## src/rtl/fc_neuron_if.sv

```systemverilog
// Sequencer-side bundle for the FC layer: MAC-unit control/result and layer outputs.
// The sequencer drives through the master modport; the environment uses slave.
interface fc_neuron_if #(
    parameter int unsigned DATA_WIDTH  = 16,
    parameter int unsigned NUM_NEURONS = 10
);
    localparam int unsigned IDX_W = (NUM_NEURONS > 1) ? $clog2(NUM_NEURONS) : 1;

    logic                              start;
    logic                              over_flag;
    logic [DATA_WIDTH-1:0]             result_in;
    logic                              fc_reset;
    logic [IDX_W-1:0]                  neuron_idx;
    logic [NUM_NEURONS*DATA_WIDTH-1:0] out_vector;
    logic                              out_valid;
    logic                              busy;
    logic                              timeout_err;

    modport master (
        input  start, over_flag, result_in,
        output fc_reset, neuron_idx, out_vector, out_valid, busy, timeout_err
    );

    modport slave (
        output start, over_flag, result_in,
        input  fc_reset, neuron_idx, out_vector, out_valid, busy, timeout_err
    );
endinterface

```

## src/rtl/fc_neuron_sequencer.sv

```systemverilog
// Walks NUM_NEURONS neurons through the MAC unit (reset, run, capture) with a per-neuron watchdog.
// Optional macro FC_RELU_EN clamps negative captured results to zero.
module fc_neuron_sequencer #(
    parameter int unsigned DATA_WIDTH    = 16,
    parameter int unsigned NUM_NEURONS   = 10,
    parameter int unsigned NUM_INPUTS    = 100,
    parameter int unsigned RESET_CYCLES  = 2,
    parameter int unsigned SETTLE_CYCLES = 1,
    parameter int unsigned TIMEOUT_SLACK = 8
) (
    input  logic            clk,
    input  logic            reset,
    fc_neuron_if.master     bus
);
    localparam int unsigned IDX_W       = (NUM_NEURONS > 1) ? $clog2(NUM_NEURONS) : 1;
    localparam int unsigned VEC_W       = NUM_NEURONS * DATA_WIDTH;
    localparam int unsigned WD_LIMIT    = NUM_INPUTS + 2 + TIMEOUT_SLACK;
    localparam int unsigned WD_W        = $clog2(WD_LIMIT + 1);
    localparam int unsigned CNT_MAX     = (RESET_CYCLES > SETTLE_CYCLES) ? RESET_CYCLES : SETTLE_CYCLES;
    localparam int unsigned CNT_W       = (CNT_MAX > 1) ? $clog2(CNT_MAX) : 1;
    localparam int unsigned SETTLE_LAST = (SETTLE_CYCLES > 0) ? SETTLE_CYCLES - 1 : 0;

    typedef enum logic [2:0] {
        S_IDLE, S_CLEAR, S_RUN, S_SETTLE, S_CAPTURE, S_NEXT, S_DONE
    } state_e;

    state_e             state_q;
    logic [CNT_W-1:0]   cnt_q;
    logic [WD_W-1:0]    wd_q;
    logic [IDX_W-1:0]   neuron_idx_q;
    logic [VEC_W-1:0]   out_vector_q;
    logic               fc_reset_q;
    logic               out_valid_q;
    logic               busy_q;
    logic               timeout_err_q;
    logic [DATA_WIDTH-1:0] capture_val;

`ifdef FC_RELU_EN
    assign capture_val = bus.result_in[DATA_WIDTH-1] ? '0 : bus.result_in;
`else
    assign capture_val = bus.result_in;
`endif

    // Sequencer FSM; every output is a register updated on the transition into its state.
    always_ff @(posedge clk or posedge reset) begin
        if (reset) begin
            state_q       <= S_IDLE;
            cnt_q         <= '0;
            wd_q          <= '0;
            neuron_idx_q  <= '0;
            out_vector_q  <= '0;
            fc_reset_q    <= 1'b1;
            out_valid_q   <= 1'b0;
            busy_q        <= 1'b0;
            timeout_err_q <= 1'b0;
        end else begin
            case (state_q)
                S_IDLE, S_DONE: begin
                    if (bus.start) begin
                        state_q       <= S_CLEAR;
                        cnt_q         <= '0;
                        neuron_idx_q  <= '0;
                        fc_reset_q    <= 1'b1;
                        out_valid_q   <= 1'b0;
                        timeout_err_q <= 1'b0;
                        busy_q        <= 1'b1;
                    end
                end
                S_CLEAR: begin
                    if (cnt_q == CNT_W'(RESET_CYCLES - 1)) begin
                        state_q    <= S_RUN;
                        cnt_q      <= '0;
                        wd_q       <= '0;
                        fc_reset_q <= 1'b0;
                    end else begin
                        cnt_q <= cnt_q + CNT_W'(1);
                    end
                end
                S_RUN: begin
                    // Completion takes priority over a coincident watchdog expiry.
                    if (bus.over_flag) begin
                        cnt_q   <= '0;
                        state_q <= (SETTLE_CYCLES == 0) ? S_CAPTURE : S_SETTLE;
                    end else if (wd_q == WD_W'(WD_LIMIT - 1)) begin
                        timeout_err_q <= 1'b1;
                        out_vector_q[int'(neuron_idx_q) * DATA_WIDTH +: DATA_WIDTH] <= '0;
                        state_q       <= S_NEXT;
                    end else begin
                        wd_q <= wd_q + WD_W'(1);
                    end
                end
                S_SETTLE: begin
                    if (cnt_q == CNT_W'(SETTLE_LAST)) begin
                        state_q <= S_CAPTURE;
                    end else begin
                        cnt_q <= cnt_q + CNT_W'(1);
                    end
                end
                S_CAPTURE: begin
                    out_vector_q[int'(neuron_idx_q) * DATA_WIDTH +: DATA_WIDTH] <= capture_val;
                    state_q <= S_NEXT;
                end
                S_NEXT: begin
                    fc_reset_q <= 1'b1;
                    cnt_q      <= '0;
                    if (neuron_idx_q == IDX_W'(NUM_NEURONS - 1)) begin
                        state_q     <= S_DONE;
                        out_valid_q <= 1'b1;
                        busy_q      <= 1'b0;
                    end else begin
                        neuron_idx_q <= neuron_idx_q + IDX_W'(1);
                        state_q      <= S_CLEAR;
                    end
                end
                default: state_q <= S_IDLE;
            endcase
        end
    end

    assign bus.fc_reset    = fc_reset_q;
    assign bus.neuron_idx  = neuron_idx_q;
    assign bus.out_vector  = out_vector_q;
    assign bus.out_valid   = out_valid_q;
    assign bus.busy        = busy_q;
    assign bus.timeout_err = timeout_err_q;
endmodule
```

## src/flat_wrapper.sv

```systemverilog
// flat-port wrapper written by rule: the top's interface ports become plain ports
module fc_neuron_sequencer_flat 
#(
    parameter int unsigned DATA_WIDTH    = 16,
    parameter int unsigned NUM_NEURONS   = 10,
    parameter int unsigned NUM_INPUTS    = 100,
    parameter int unsigned RESET_CYCLES  = 2,
    parameter int unsigned SETTLE_CYCLES = 1,
    parameter int unsigned TIMEOUT_SLACK = 8
)
  (clk, reset, bus_start, bus_over_flag, bus_result_in, bus_fc_reset, bus_neuron_idx, bus_out_vector, bus_out_valid, bus_busy, bus_timeout_err);
  fc_neuron_if #(.DATA_WIDTH(DATA_WIDTH), .NUM_NEURONS(NUM_NEURONS)) bus_i ();
  input  logic clk;
  input  logic reset;
  input wire logic [$bits(bus_i.start)-1:0] bus_start;
  input wire logic [$bits(bus_i.over_flag)-1:0] bus_over_flag;
  input wire logic [$bits(bus_i.result_in)-1:0] bus_result_in;
  output wire logic [$bits(bus_i.fc_reset)-1:0] bus_fc_reset;
  output wire logic [$bits(bus_i.neuron_idx)-1:0] bus_neuron_idx;
  output wire logic [$bits(bus_i.out_vector)-1:0] bus_out_vector;
  output wire logic [$bits(bus_i.out_valid)-1:0] bus_out_valid;
  output wire logic [$bits(bus_i.busy)-1:0] bus_busy;
  output wire logic [$bits(bus_i.timeout_err)-1:0] bus_timeout_err;
  assign bus_i.start = bus_start;
  assign bus_i.over_flag = bus_over_flag;
  assign bus_i.result_in = bus_result_in;
  assign bus_fc_reset = bus_i.fc_reset;
  assign bus_neuron_idx = bus_i.neuron_idx;
  assign bus_out_vector = bus_i.out_vector;
  assign bus_out_valid = bus_i.out_valid;
  assign bus_busy = bus_i.busy;
  assign bus_timeout_err = bus_i.timeout_err;
  fc_neuron_sequencer #(.DATA_WIDTH(DATA_WIDTH), .NUM_NEURONS(NUM_NEURONS), .NUM_INPUTS(NUM_INPUTS), .RESET_CYCLES(RESET_CYCLES), .SETTLE_CYCLES(SETTLE_CYCLES), .TIMEOUT_SLACK(TIMEOUT_SLACK)) u_core (.clk(clk), .reset(reset), .bus(bus_i));
endmodule
```

## config.mk

```make
export PLATFORM = sky130hd
export DESIGN_NAME = fc_neuron_sequencer_flat
export DESIGN_NICKNAME = d
export VERILOG_FILES = /design/src/rtl/fc_neuron_if.sv /design/src/rtl/fc_neuron_sequencer.sv /design/src/flat_wrapper.sv
export SDC_FILE = /design/constraint.sdc
export NUM_CORES = 1
export LEC_CHECK = 0
export ABC_CLOCK_PERIOD_IN_PS = 7030
export CORE_ASPECT_RATIO = 1.5
export CORE_MARGIN = 3
export CORE_UTILIZATION = 49
export CTS_CLUSTER_DIAMETER = 150
export DETAILED_ROUTE_END_ITERATION = 10
export GPL_ROUTABILITY_DRIVEN = 0
export PLACE_DENSITY = 0.79
export SYNTH_ARGS = -nofsm -noshare
export SYNTH_HDL_FRONTEND = slang
export SYNTH_SLANG_ARGS = --single-unit
```

## constraint.sdc

```tcl
create_clock -name clk -period 7.03 [get_ports clk]
set_clock_uncertainty 0.15 [all_clocks]
set_input_delay 1.406 -clock clk [delete_from_list [all_inputs] [get_ports clk]]
set_output_delay 1.406 -clock clk [all_outputs]
set_load 0.02 [all_outputs]
```

# [Word-level counts from Yosys, hierarchy flattened]
# Index checks and enable logic that the tools add are counted.
[word_totals] out_inout_bits=168 regBits=179 in_bits=20 wordCells=84
[classes] muxes=34 n_shift=3 eq_ne=18 reduce_logical=16 addsub=4
[op_table] cell="$bwmux 160" count=2
[op_table] cell="$mux 160" count=2
[op_table] cell="$pmux 160 s2" count=1
[op_table] cell="$shift 16x34->160 const A" count=1
[op_table] cell="$shiftx 16x34->160" count=1
[op_table] cell="$shiftx 16x34->160 const A" count=1
[op_table] cell="$neg 8->34" count=1
[op_table] cell="$mux 7" count=3
[op_table] cell="$mux 3" count=6
[op_table] cell="$pmux 3 s6" count=1
[op_table] cell="$reduce_and 3->1" count=5
[op_table] cell="$pmux 7 s2" count=1
[op_table] cell="$ne 2x2->1 const B" count=6
[op_table] cell="$reduce_and 4->1" count=3
[op_table] cell="$mux 1" count=10
[op_table] cell="$eq 3x3->1 const B" count=3
[op_table] cell="$mux 4" count=2
[op_table] cell="$pmux 4 s2" count=1
[op_table] cell="$reduce_bool 2->1" count=4
[op_table] cell="$add 7x1->7 const B" count=1
[op_table] cell="$eq 7x7->1 const B" count=1
[op_table] cell="$eq 3x2->1 const B" count=2
[op_table] cell="$ne 2x1->1 const B" count=3
[op_table] cell="$pmux 1 s2" count=3
[op_table] cell="other kinds (11)" count=11

# [Longest topological paths before layout]
[logic_depth] word_depth=6 depth_mapped=9

# [Worst setup path before layout]
# No wires, ideal clock.
[synth_timing] path_kind="input port to flip-flop" from="input bus_over_flag" to="register u_core.out_vector_q[100] (netlist: u_core.bus.out_vector[100])" n_path_buf=1 t_arrival_ns=3.357 slack_ns=3.398 path_stages=5 path_cell_list="or4b_4 > o31a_4 > nor4_2 > buf_6 > mux2_2"
[synth_between] elab_chain_len=2
[synth_rtl] element="start: declaration" line_no="flat_wrapper.sv:16" source="input wire logic [$bits(bus_i.over_flag)-1:0] bus_over_flag;"
[synth_rtl] element="$ne 2x2->1 (no source line)"
[synth_rtl] element="$reduce_and 3->1 (no source line)"
[synth_rtl] element="end signal: indexed assignment" line_no="fc_neuron_sequencer.sv:100" source="out_vector_q[int'(neuron_idx_q) * DATA_WIDTH +: DATA_WIDTH] <= capture_val;"
[synth_rtl] element="end: declaration" line_no="fc_neuron_sequencer.sv:31" source="logic [VEC_W-1:0] out_vector_q;"
# No other way between the ends.
# A chain may end at the register's enable or synchronous reset.

# [Worst setup path in the final report]
[layout_timing] from="input bus_over_flag" to="register u_core.out_vector_q[134] (netlist: u_core.bus.out_vector[134])"
# Same word-level chain as after synthesis.

==> results.txt <==
Outcome - finished, final reports clean
Syn-to-layout area delta - 35.8%
Slew @ Worst Pin - 1.16 ns
Post-synth top cells - dfrtp_1, a22o_1, mux2_2, clkbuf_1, nand2_1
Syn Area/Cell - 13.4 µm²
First-pass GRT wire length - 33000 µm
Max Clock Freq - 249 MHz
CTS tree - built
Hold Crit Class - reg -> reg
Post-CTS Setup Inserts - 0
Starting density of the core - 0.502
Worst path buffer plus inverter count - 1
Antenna Nets Post-Route - 0
Setup CP Type - in -> reg
Rows - 54
Grt ovf - 0
Post-synthesis instance total - 546
Synth Flop Type - dfrtp_1
Final Non-Filler Cells - 937
Pre-antenna DRT Iters - 5
Peak supply drop - 0.000183 V
Top delay family on crit path - simple AND/OR/NAND/NOR gates
Drt via density - 5.82
All-layer global routing usage - 0.257
Synth top area cells - dfrtp_1, a22o_1, mux2_2
Vias in the first global route - 5981
Drt wl/cell - 21.9 µm
Largest net degree at the start of global routing - 75
Final min period - 4.02 ns
Syn_nets - 572
NumNets Final - 754
Die X-Extent - 106 µm
Cts bufs inserted - 17
Post-synth cell types - 57
Die ar. - 16500 µm²
Top cell type's share of synthesized area - 0.608
RSZ-0062 raised after global routing - false
WP data arrival - 4.17 ns
Startpoint Class - primary input
Filler cells - 1072
Clk pin slew, worst setup/hold paths - 0.07 ns
Die span in y - 156 µm
I/O pin count - 188
Seq cells post-synth - 179
Most frequent cell after synthesis - dfrtp_1
Fraction of layout cells with a size suffix above 1 - 0.158
Fin. max-slew vios - 0
Placed inst area - 9390 µm²
CTS resizes - 0
Yosys warns - 0
Crit Path Max Fanout - 16
Placed Instances - 905
Ant. Diodes - 0
Hold Buf Count CTS - 0
CP cell instances - clkdlybuf4s50_1, or4b_4, o31a_4, or4_1, mux2_4
Total of max-cap violations - 0
Period utilization - 0.572
Dpl hpwl - 14800 µm
Static Leak - 0.00455 µW
Clock Tree Root - clkbuf_16
Residual DRC - 0
Req. time, crit path - 7.18 ns
Floorplan core area - 14600 µm²
Final setup fails - 0
WL final - 20600 µm
Sequential-to-total area share from yosys stat - 0.612
Clk sink count - 179
Count of input and output buffers - 187
Setup TNS Final - 0 ns
CP peak stage delay - 0.92 ns
Tot Pwr - 2790 µW
DR vias - 5456
Critical Path Slowest Stage Cell - or4_1
Initial antenna violation count - 0
Worst hold slack - 0.341 ns
Async set-reset flop share out of synthesis - 1.00
Post-synth design cell area - 7330 µm²
Iteration-0 DRC Markers - 279
Pwr/cell area - 281 nW/µm²
Clk buf depth - 2
Biggest area consumer among synthesized cells - dfrtp_1
Worst-Skew Late Latency - 0.42 ns
H-tree depth - 4
Crit path capture type - flop
Final Cell Area - 9950 µm²
Max-slew headroom - 0.221
Final Hold Fails - 0
Post-synth EDFFs - 0
==> worst register-to-register path, delay by kind of cell, from the launching register on <==
family,cells,cell delay [ns]
AO/OA/AOI/OAI,2,1.22
adder cells (fa/ha/maj),1,0.44
buffers and inverters,2,0.34
flip-flops,1,0.55
AND/OR/NAND/NOR,1,0.78
==> kinds of logic (layout without fill, tap and decap cells) <==
kind of cell,count (synthesis),count (layout),share of synthesized area
flip-flops,179,179,0.612
AO/OA/AOI/OAI,143,143,0.158
AND/OR/NAND/NOR,107,107,0.0835
multiplexers,66,66,0.106
buffers and inverters,40,235,0.0239
adder cells (fa/ha/maj),6,6,0.0102
XOR/XNOR,5,5,0.00598
==> power breakdown <==
group	leakage [µW]	switching, µW	internal [µW]
Clock	0.000275	432	471
Combinational	0.00180	369	283
Sequential	0.00247	119	1120
Total	0.00455	920	1870
==> cells in the final DEF (no fill, tap or decap), types with 2 or more instances in the layout <==
cell type,n
clkdlybuf4s50_1,187
dfrtp_1,178
ha_1,6
inv_6,6
mux2_2,54
mux2_4,10
clkbuf_16,17
a22o_1,97
nor3_1,5
nor2_1,17
clkinv_4,2
nand4_1,4
buf_4,6
or3_1,2
a21oi_1,15
inv_1,9
nor3b_1,2
a2111oi_0,3
inv_8,5
nor2b_1,7
nor3_2,4
and3_1,3
xnor2_1,4
mux2i_1,2
clkinvlp_4,2
o31ai_1,3
and3b_1,2
or4_1,4
and2_1,17
nand2_1,19
o21ai_0,10
nand3_1,10
==> per-stage QoR <==
step / setup slack [ns] / util
2_1_floorplan: 0.617 / -
3_3_place_gp: 2.65 / 0.643
6_report: 3.01 / 0.682
5_1_grt: 2.92 / 0.682
3_5_place_dp: 2.59 / 0.643
4_1_cts: 3.01 / 0.682
==> flip-flops by register name, indices dropped and copies added, names as in the netlist <==
signal and count:
u_core.bus.busy 1, u_core.bus.fc_reset 1, u_core.bus.neuron_idx 4, u_core.bus.out_valid 1, u_core.bus.out_vector 160, u_core.bus.timeout_err 1
u_core.cnt_q 1, u_core.state_q 3, u_core.wd_q 7
==> routing by layer <==
| metal | vias to the layer above | global-route usage | routed length (µm) |
|---|---|---|---|
| li1 | 2397 | - | - |
| met1 | 2798 | 0.296 | 7590 |
| met2 | 217 | 0.447 | 10700 |
| met3 | 44 | 0.0812 | 1510 |
| met4 | 0 | 0.100 | 734 |
| met5 | - | 0 | 0 |
==> worst paths after layout <==
path / depth (start not counted) / slack (ns) / to / start
max: 5 / 3.01 / u_core.bus.out_vector[134] / bus_over_flag
min: 1 / 0.34 / u_core.bus.timeout_err / u_core.bus.timeout_err
max reg2reg: 6 / 3.42 / u_core.bus.out_vector[23] / u_core.bus.neuron_idx[0]
min reg2reg: 1 / 0.34 / u_core.bus.timeout_err / u_core.bus.timeout_err
max in group asynchronous: 3 / 4.22 / u_core.bus.out_vector[23] / reset
min in group asynchronous: 2 / 1.23 / u_core.bus.out_vector[79] / reset
==> layout make-up <==
type	count	area [µm²]	area share
clock buffers	17	425	0.0428
inverters	10	42.5	0.00428
clock inverters	15	138	0.0138
flip-flops and latches	179	4480	0.450
repair buffers	193	1920	0.193
multi-input cells	327	2700	0.271
well taps	196	245	0.0247
(Power assumes the default switching activity.)
